<file path="src/rtl/weight_preload_dma.sv">
`timescale 1ns/1ps
// weight_preload_dma
//   Responder side of the weight preload handshake. On preload_req it fetches
//   preload_count 128-bit words from memory starting at preload_base, using an
//   AXI4 read-only master (AR/R channels). The words are written into the
//   weight buffer from address 0 upward, and preload_done pulses once the last
//   word has been written.
//
// Ports
//   clk, rst_n                      clock and async active-low reset
//   preload_req/base/count          level request and transfer descriptor
//   preload_done                    1-cycle completion pulse
//   busy                            high from accept until preload_done
//   err_resp                        sticky SLVERR/DECERR flag, cleared on accept
//   err_ovf                         sticky clamp flag, cleared on accept
//   m_ar*, m_r*                     AXI4 read address / read data channels
//   bram_we/addr/wdata              weight buffer write port
module weight_preload_dma #(
  parameter int ADDR_W     = 32,
  parameter int BUF_ADDR_W = 15,
  parameter int MAX_BURST  = 16
) (
  input  logic                  clk,
  input  logic                  rst_n,
  input  logic                  preload_req,
  input  logic [ADDR_W-1:0]     preload_base,
  input  logic [16:0]           preload_count,
  output logic                  preload_done,
  output logic                  busy,
  output logic                  err_resp,
  output logic                  err_ovf,
  output logic                  m_arvalid,
  input  logic                  m_arready,
  output logic [ADDR_W-1:0]     m_araddr,
  output logic [7:0]            m_arlen,
  output logic [2:0]            m_arsize,
  output logic [1:0]            m_arburst,
  input  logic                  m_rvalid,
  output logic                  m_rready,
  input  logic [127:0]          m_rdata,
  input  logic [1:0]            m_rresp,
  input  logic                  m_rlast,
  output logic                  bram_we,
  output logic [BUF_ADDR_W-1:0] bram_addr,
  output logic [127:0]          bram_wdata
);

  localparam logic [17:0] DEPTH   = 18'(2 ** BUF_ADDR_W);
  localparam logic [17:0] MAX_BST = 18'(MAX_BURST);

  typedef enum logic [2:0] {
    S_IDLE,
    S_AR,
    S_R,
    S_FIN,
    S_REL
  } state_t;

  state_t state, state_nxt;

  logic [ADDR_W-1:0]   addr;
  logic [17:0]         rem;
  logic [BUF_ADDR_W:0] wptr;
  logic [17:0]         count_ext;
  logic [17:0]         bnd;
  logic [17:0]         beats;
  logic [17:0]         rem_dec;
  logic                accept;
  logic                beat;
  logic                unused_ok;

  assign count_ext = {1'b0, preload_count};
  assign accept    = (state == S_IDLE) && preload_req;
  assign beat      = (state == S_R) && m_rvalid;
  assign unused_ok = ^{preload_base[3:0], wptr[BUF_ADDR_W], m_rresp[0]};

  // Burst length: limited by remaining words, MAX_BURST, and the number of
  // 16-byte beats left before the next 4 KB boundary.
  always_comb begin
    bnd   = (18'd4096 - {6'd0, addr[11:0]}) >> 4;
    beats = rem;
    if (beats > MAX_BST) beats = MAX_BST;
    if (beats > bnd)     beats = bnd;
    // Extra beats past the clamp (slave sends more than asked) are dropped,
    // so rem saturates at zero and wptr can never wrap.
    rem_dec = (rem != '0) ? rem - 18'd1 : rem;
  end

  assign m_arvalid = (state == S_AR);
  assign m_araddr  = m_arvalid ? addr : '0;
  assign m_arlen   = m_arvalid ? 8'(beats - 18'd1) : '0;
  assign m_arsize  = 3'd4;
  assign m_arburst = 2'b01;
  assign m_rready  = (state == S_R);

  always_ff @(posedge clk or negedge rst_n) begin
    if (!rst_n) state <= S_IDLE;
    else        state <= state_nxt;
  end

  always_comb begin
    state_nxt = state;
    case (state)
      S_IDLE: if (preload_req) state_nxt = (count_ext == '0) ? S_FIN : S_AR;
      S_AR:   if (m_arready) state_nxt = S_R;
      S_R:    if (m_rvalid && m_rlast) state_nxt = (rem_dec != '0) ? S_AR : S_FIN;
      S_FIN:  state_nxt = S_REL;
      S_REL:  if (!preload_req) state_nxt = S_IDLE;
      default: state_nxt = S_IDLE;
    endcase
  end

  always_ff @(posedge clk or negedge rst_n) begin
    if (!rst_n) begin
      addr         <= '0;
      rem          <= '0;
      wptr         <= '0;
      busy         <= 1'b0;
      err_resp     <= 1'b0;
      err_ovf      <= 1'b0;
      preload_done <= 1'b0;
      bram_we      <= 1'b0;
      bram_addr    <= '0;
      bram_wdata   <= '0;
    end else begin
      bram_we      <= 1'b0;
      preload_done <= 1'b0;
      if (accept) begin
        addr     <= {preload_base[ADDR_W-1:4], 4'b0000};
        rem      <= (count_ext > DEPTH) ? DEPTH : count_ext;
        wptr     <= '0;
        err_resp <= 1'b0;
        err_ovf  <= (count_ext > DEPTH);
        busy     <= 1'b1;
      end
      if (beat) begin
        if (rem != '0) begin
          bram_we    <= 1'b1;
          bram_addr  <= wptr[BUF_ADDR_W-1:0];
          bram_wdata <= m_rdata;
          wptr       <= wptr + 1'b1;
          addr       <= addr + ADDR_W'(16);
        end
        rem <= rem_dec;
        if (m_rresp[1]) err_resp <= 1'b1;
      end
      // FIN lasts one cycle so the final registered write lands first.
      if (state == S_FIN) begin
        preload_done <= 1'b1;
        busy         <= 1'b0;
      end
    end
  end

endmodule
</file>
<file path="config.mk">
export PLATFORM = sky130hd
export DESIGN_NAME = weight_preload_dma
export DESIGN_NICKNAME = d
export VERILOG_FILES = /design/src/rtl/weight_preload_dma.sv
export SDC_FILE = /design/constraint.sdc
export NUM_CORES = 1
export LEC_CHECK = 0
export ABC_AREA = 1
export CELL_PAD_IN_SITES_DETAIL_PLACEMENT = 0
export CELL_PAD_IN_SITES_GLOBAL_PLACEMENT = 1
export CORE_ASPECT_RATIO = 0.9
export CORE_MARGIN = 2
export CORE_UTILIZATION = 32
export DETAILED_ROUTE_END_ITERATION = 7
export PLACE_DENSITY = 0.83
export SLEW_MARGIN = 20
export SYNTH_ARGS = -nofsm -noshare
export SYNTH_HDL_FRONTEND = slang
export SYNTH_SLANG_ARGS = --single-unit
</file>
<file path="constraint.sdc">
create_clock -name clk -period 4.45 [get_ports clk]
set_input_delay 0.89 -clock clk [delete_from_list [all_inputs] [get_ports clk]]
set_output_delay 0.89 -clock clk [all_outputs]
set_load 0.02 [all_outputs]
</file>
==> results.tsv <==
stage	metric	value	unit
synth	synth_area_per_cell	7.56	um2
pwr	pwr-share-clk	19.8	%
sta	fin_ws	0.0741	ns
place	hpwl	26.9	mm
synth	synthesis.instances	1443	
clock_network	clk_pin_slew	0.06	ns
floorplanning	start_util	32.3	%
setup_path	crit_path_max_incr_delay	0.41	ns
global_route	grt_start_max_net_pins	182	
sta	max_slew_margin	30.8	%
setup_path	worst_ep_arrival_time	3.49	ns
synth	yosys_warnings	0	
clock_network	hold_buffers	0	
setup_path	critPathCaptureType	output port	
pwr	swShare	42.8	%
sta	final-hold-violation-count	0	
sta	fin_worst_skew	0.0265	ns
floorplanning	core.rowCount	64	
place	portBuffers	369	
global_route	grt_pass1_wl	57.4	mm
synth	synth_seq_area_share	49.6	%
clock_network	root_buffer	clkbuf_16	
sta	min_period_over_period	98.3	%
sta	report.final.slew_viol_count	0	
routing	vias	10691	
pwr	power.static_leakage	7.90	nW
floorplanning	die-width	199	um
sta	setup_viol_count_final	0	
setup_path	crit_required	3.56	ns
sta	grt_setup_unrepaired	yes	
global_route	grt_busiest_layer	met2	
global_route	antenna_found_initial	1	
place	gp_congestion	0.890	
sta	min_period	4.38	ns
setup_path	cp_cell_sequence	inv_2 > nand4_1 > nor2_2 > nand3_2 > nor2_4 > xor2_2 > ha_1 > nand2_1 > nor2_2 > nand3_1 > nand3_1 > nand2_2 > inv_2 > buf_6 > nand2_4 > nand2_4 > nand2_2 > nor2_4 > a21oi_1 > nor2_1 > buf_4	
synth	synth_area	10900	um2
setup_path	cpMaxStageDelayCell	dfrtp_1	
synth	synth_top_area_cell	dfrtp_1	
synth	synth_edf_count	0	
flow_run	maxCapViolCount	0	
sta	tightest_slew	1.04	ns
synth	netlist_top_cells_area	dfrtp_1 (50%), nand2_1 (22%), nor2_1 (4.2%)	
final_layout	syn_to_final_growth	49.9	%
pwr	ir_worst_vdd	0.000429	V
global_route	grt_use_total	20.6	%
pwr	power_frac_comb	51.2	%
setup_path	cpLargestDelayFamily	simple AND/OR/NAND/NOR gates	
routing	drtIter0Drc	543	
setup_path	crit_buf_inv	4	
place	dpl.cell_count	2247	
setup_path	path_max_fanout	5	
global_route	overflow	0	
clock_network	cts_tree	built	
pwr	p_seq_share	29.0	%
pwr	p_int	0.00651	W
synth	synthArstFlopShare	100	%
setup_path	crit_type	reg -> out	
clock_network	clockBufferDepth	3	
setup_path	cp-start-kind	register	
global_route	met2_usage	33.8	%
pwr	power_switching	0.00487	W
clock_network	clkLatencyLatePin	0.56	ns
clock_network	numCtsBuffers	26	
sta	clock.fmax	229	MHz
routing	wl_per_cell	16.3	um
final_layout	drive_above_1_share	8.55	%
synth	synth_commonest_cells	nand2_1 (641), dfrtp_1 (216), nor2_1 (123)	
global_route	gr-usage-met3	7.86	%
routing	routed_wl	37.4	mm
final_layout	diodes	0	
synth	synth_flop_cell	dfrtp_1	
synth	synthDistinctLibCells	46	
global_route	grt_pass1_vias	10527	
routing	via_per_inst	4.65	
final_layout	final_nets	2020	
clock_network	cts_sinks	216	
synth	synthMostInstantiatedCell	nand2_1	
routing	drt_first_pass_iters	5	
final_layout	fin_cells	2299	
run_status	status	finished, final reports clean	
synth	synth_top_area_share	49.6	%
synth	ys_ff_latch	216	
final_layout	fill_cells	3324	
global_route	grtUsageMet1	25.7	%
routing	drc	0	
clock_network	cts_max_level	1	
place	dp_slack	0.0543	ns
place	postPlaceCellArea	15200	um2
final_layout	final_core_util	48.4	%
pwr	power_density	697	nW/um2
final_layout	stdcell_area	16300	um2
floorplanning	io_pins	380	
floorplanning	core_area	33800	um2
routing	antenna_left	0	
floorplanning	dieArea	35600	um2
hold_path	min_path_type	in -> async	
floorplanning	die_y	179	um
## power by group through the flow
stage | clock network (W) | registers, W | logic [W]
after detailed placement | 0 | 0.00328 | 0.00562
after global routing | 0.00240 | 0.00340 | 0.00641
final | 0.00226 | 0.00330 | 0.00583
after floorplan | 0 | 0.00389 | 0.00247
after CTS | 0.00232 | 0.00328 | 0.00564
after global placement | 0 | 0.00326 | 0.00557
## kinds of logic after synthesis
kind of cell               after synthesis  synth area share [%]
xor gates and xnor gates                34                  2.73
DFF                                    216                  49.6
adders and majority gates               15                  1.72
and+or+nand+nor                        884                  33.2
buffers and inverters                  176                  6.60
other                                    2                0.0689
AOI/OAI and AO/OA                      116                  6.14
## cell usage in the layout (no fill, tap or decap), types with 8 or more instances in the layout
cell type / synthesis / routed
nor2_2: 9 / 12
a31oi_1: 9 / 9
o221ai_1: 8 / 8
nand3_1: 52 / 47
dfrtp_1: 216 / 216
nand2_1: 641 / 626
ha_1: 15 / 13
buf_4: 7 / 36
xor2_1: 33 / 31
o21ai_0: 55 / 53
conb_1: 2 / 9
nor3_1: 13 / 12
clkdlybuf4s50_1: 0 / 360
clkbuf_16: 0 / 26
nand4_1: 18 / 18
nand2_2: 2 / 11
nand2_4: 2 / 8
nor2_1: 123 / 117
inv_1: 108 / 103
a21oi_1: 17 / 16
## per-stage QoR
| stage | power (W) | hold slack [ns] | TNS (ns) |
|---|---|---|---|
| floorplan | 0.00636 | 0.458 | 0 |
| global placement | 0.00884 | 0.461 | 0 |
| detailed placement | 0.00890 | 0.464 | 0 |
| CTS | 0.0112 | 0.459 | 0 |
| global route | 0.0122 | 0.489 | -0.840 |
| finish | 0.0114 | 0.445 | 0 |
## state kept, by name, indices dropped and copies added, names as in the netlist
| register | flops |
|---|---|
| bram_addr | 15 |
| wptr | 15 |
| err_ovf | 1 |
| bram_we | 1 |
| bram_wdata | 128 |
| state | 3 |
| preload_done | 1 |
| addr | 32 |
| err_resp | 1 |
| busy | 1 |
| rem | 18 |
## final cells by class
class / count / area [um2] / share of cell area [%]
flip-flops and latches: 216 / 5410 / 33.1
inverters: 112 / 428 / 2.62
repair buffers: 406 / 4010 / 24.5
clock inverters: 12 / 188 / 1.15
multi-input cells: 1058 / 5020 / 30.7
clock buffers: 33 / 727 / 4.45
well taps: 462 / 578 / 3.54
## what timing repair did
| item | in CTS | in global routing |
|---|---|---|
| setup buffers | 1 | 6 |
| pin swaps | 0 | 24 |
| gates resized for setup | 27 | 61 |
| endpoints found under the setup margin | 8 | 8 |
## path summary, 6_finish.rpt
path | startpoint | to | slack, ns | cells after the start
worst max-delay path | addr[4]$_DFF_PN0_ | m_arlen[7] | 0.07 | 21
worst min-delay path | rst_n | wptr[3]$_DFF_PN0_ | 0.45 | 1
worst max register to register | rem[14]$_DFFE_PN0P_ | addr[4]$_DFF_PN0_ | 1.57 | 10
worst min register to register | bram_wdata[40]$_DFFE_PN0P_ | bram_wdata[40]$_DFFE_PN0P_ | 0.48 | 2
max in group asynchronous | rst_n | bram_wdata[70]$_DFFE_PN0P_ | 3.07 | 2
min in group clk | bram_wdata[40]$_DFFE_PN0P_ | bram_wdata[40]$_DFFE_PN0P_ | 0.48 | 2
## routing by layer
metal  routed length [um]  part of all wire (%)
met1                15400                    41
met5                    0                     0
met3                 3580                   9.6
met2                17800                    47
met4                  669                   1.8
No activity file was read; power rests on OpenSTA's default activity.
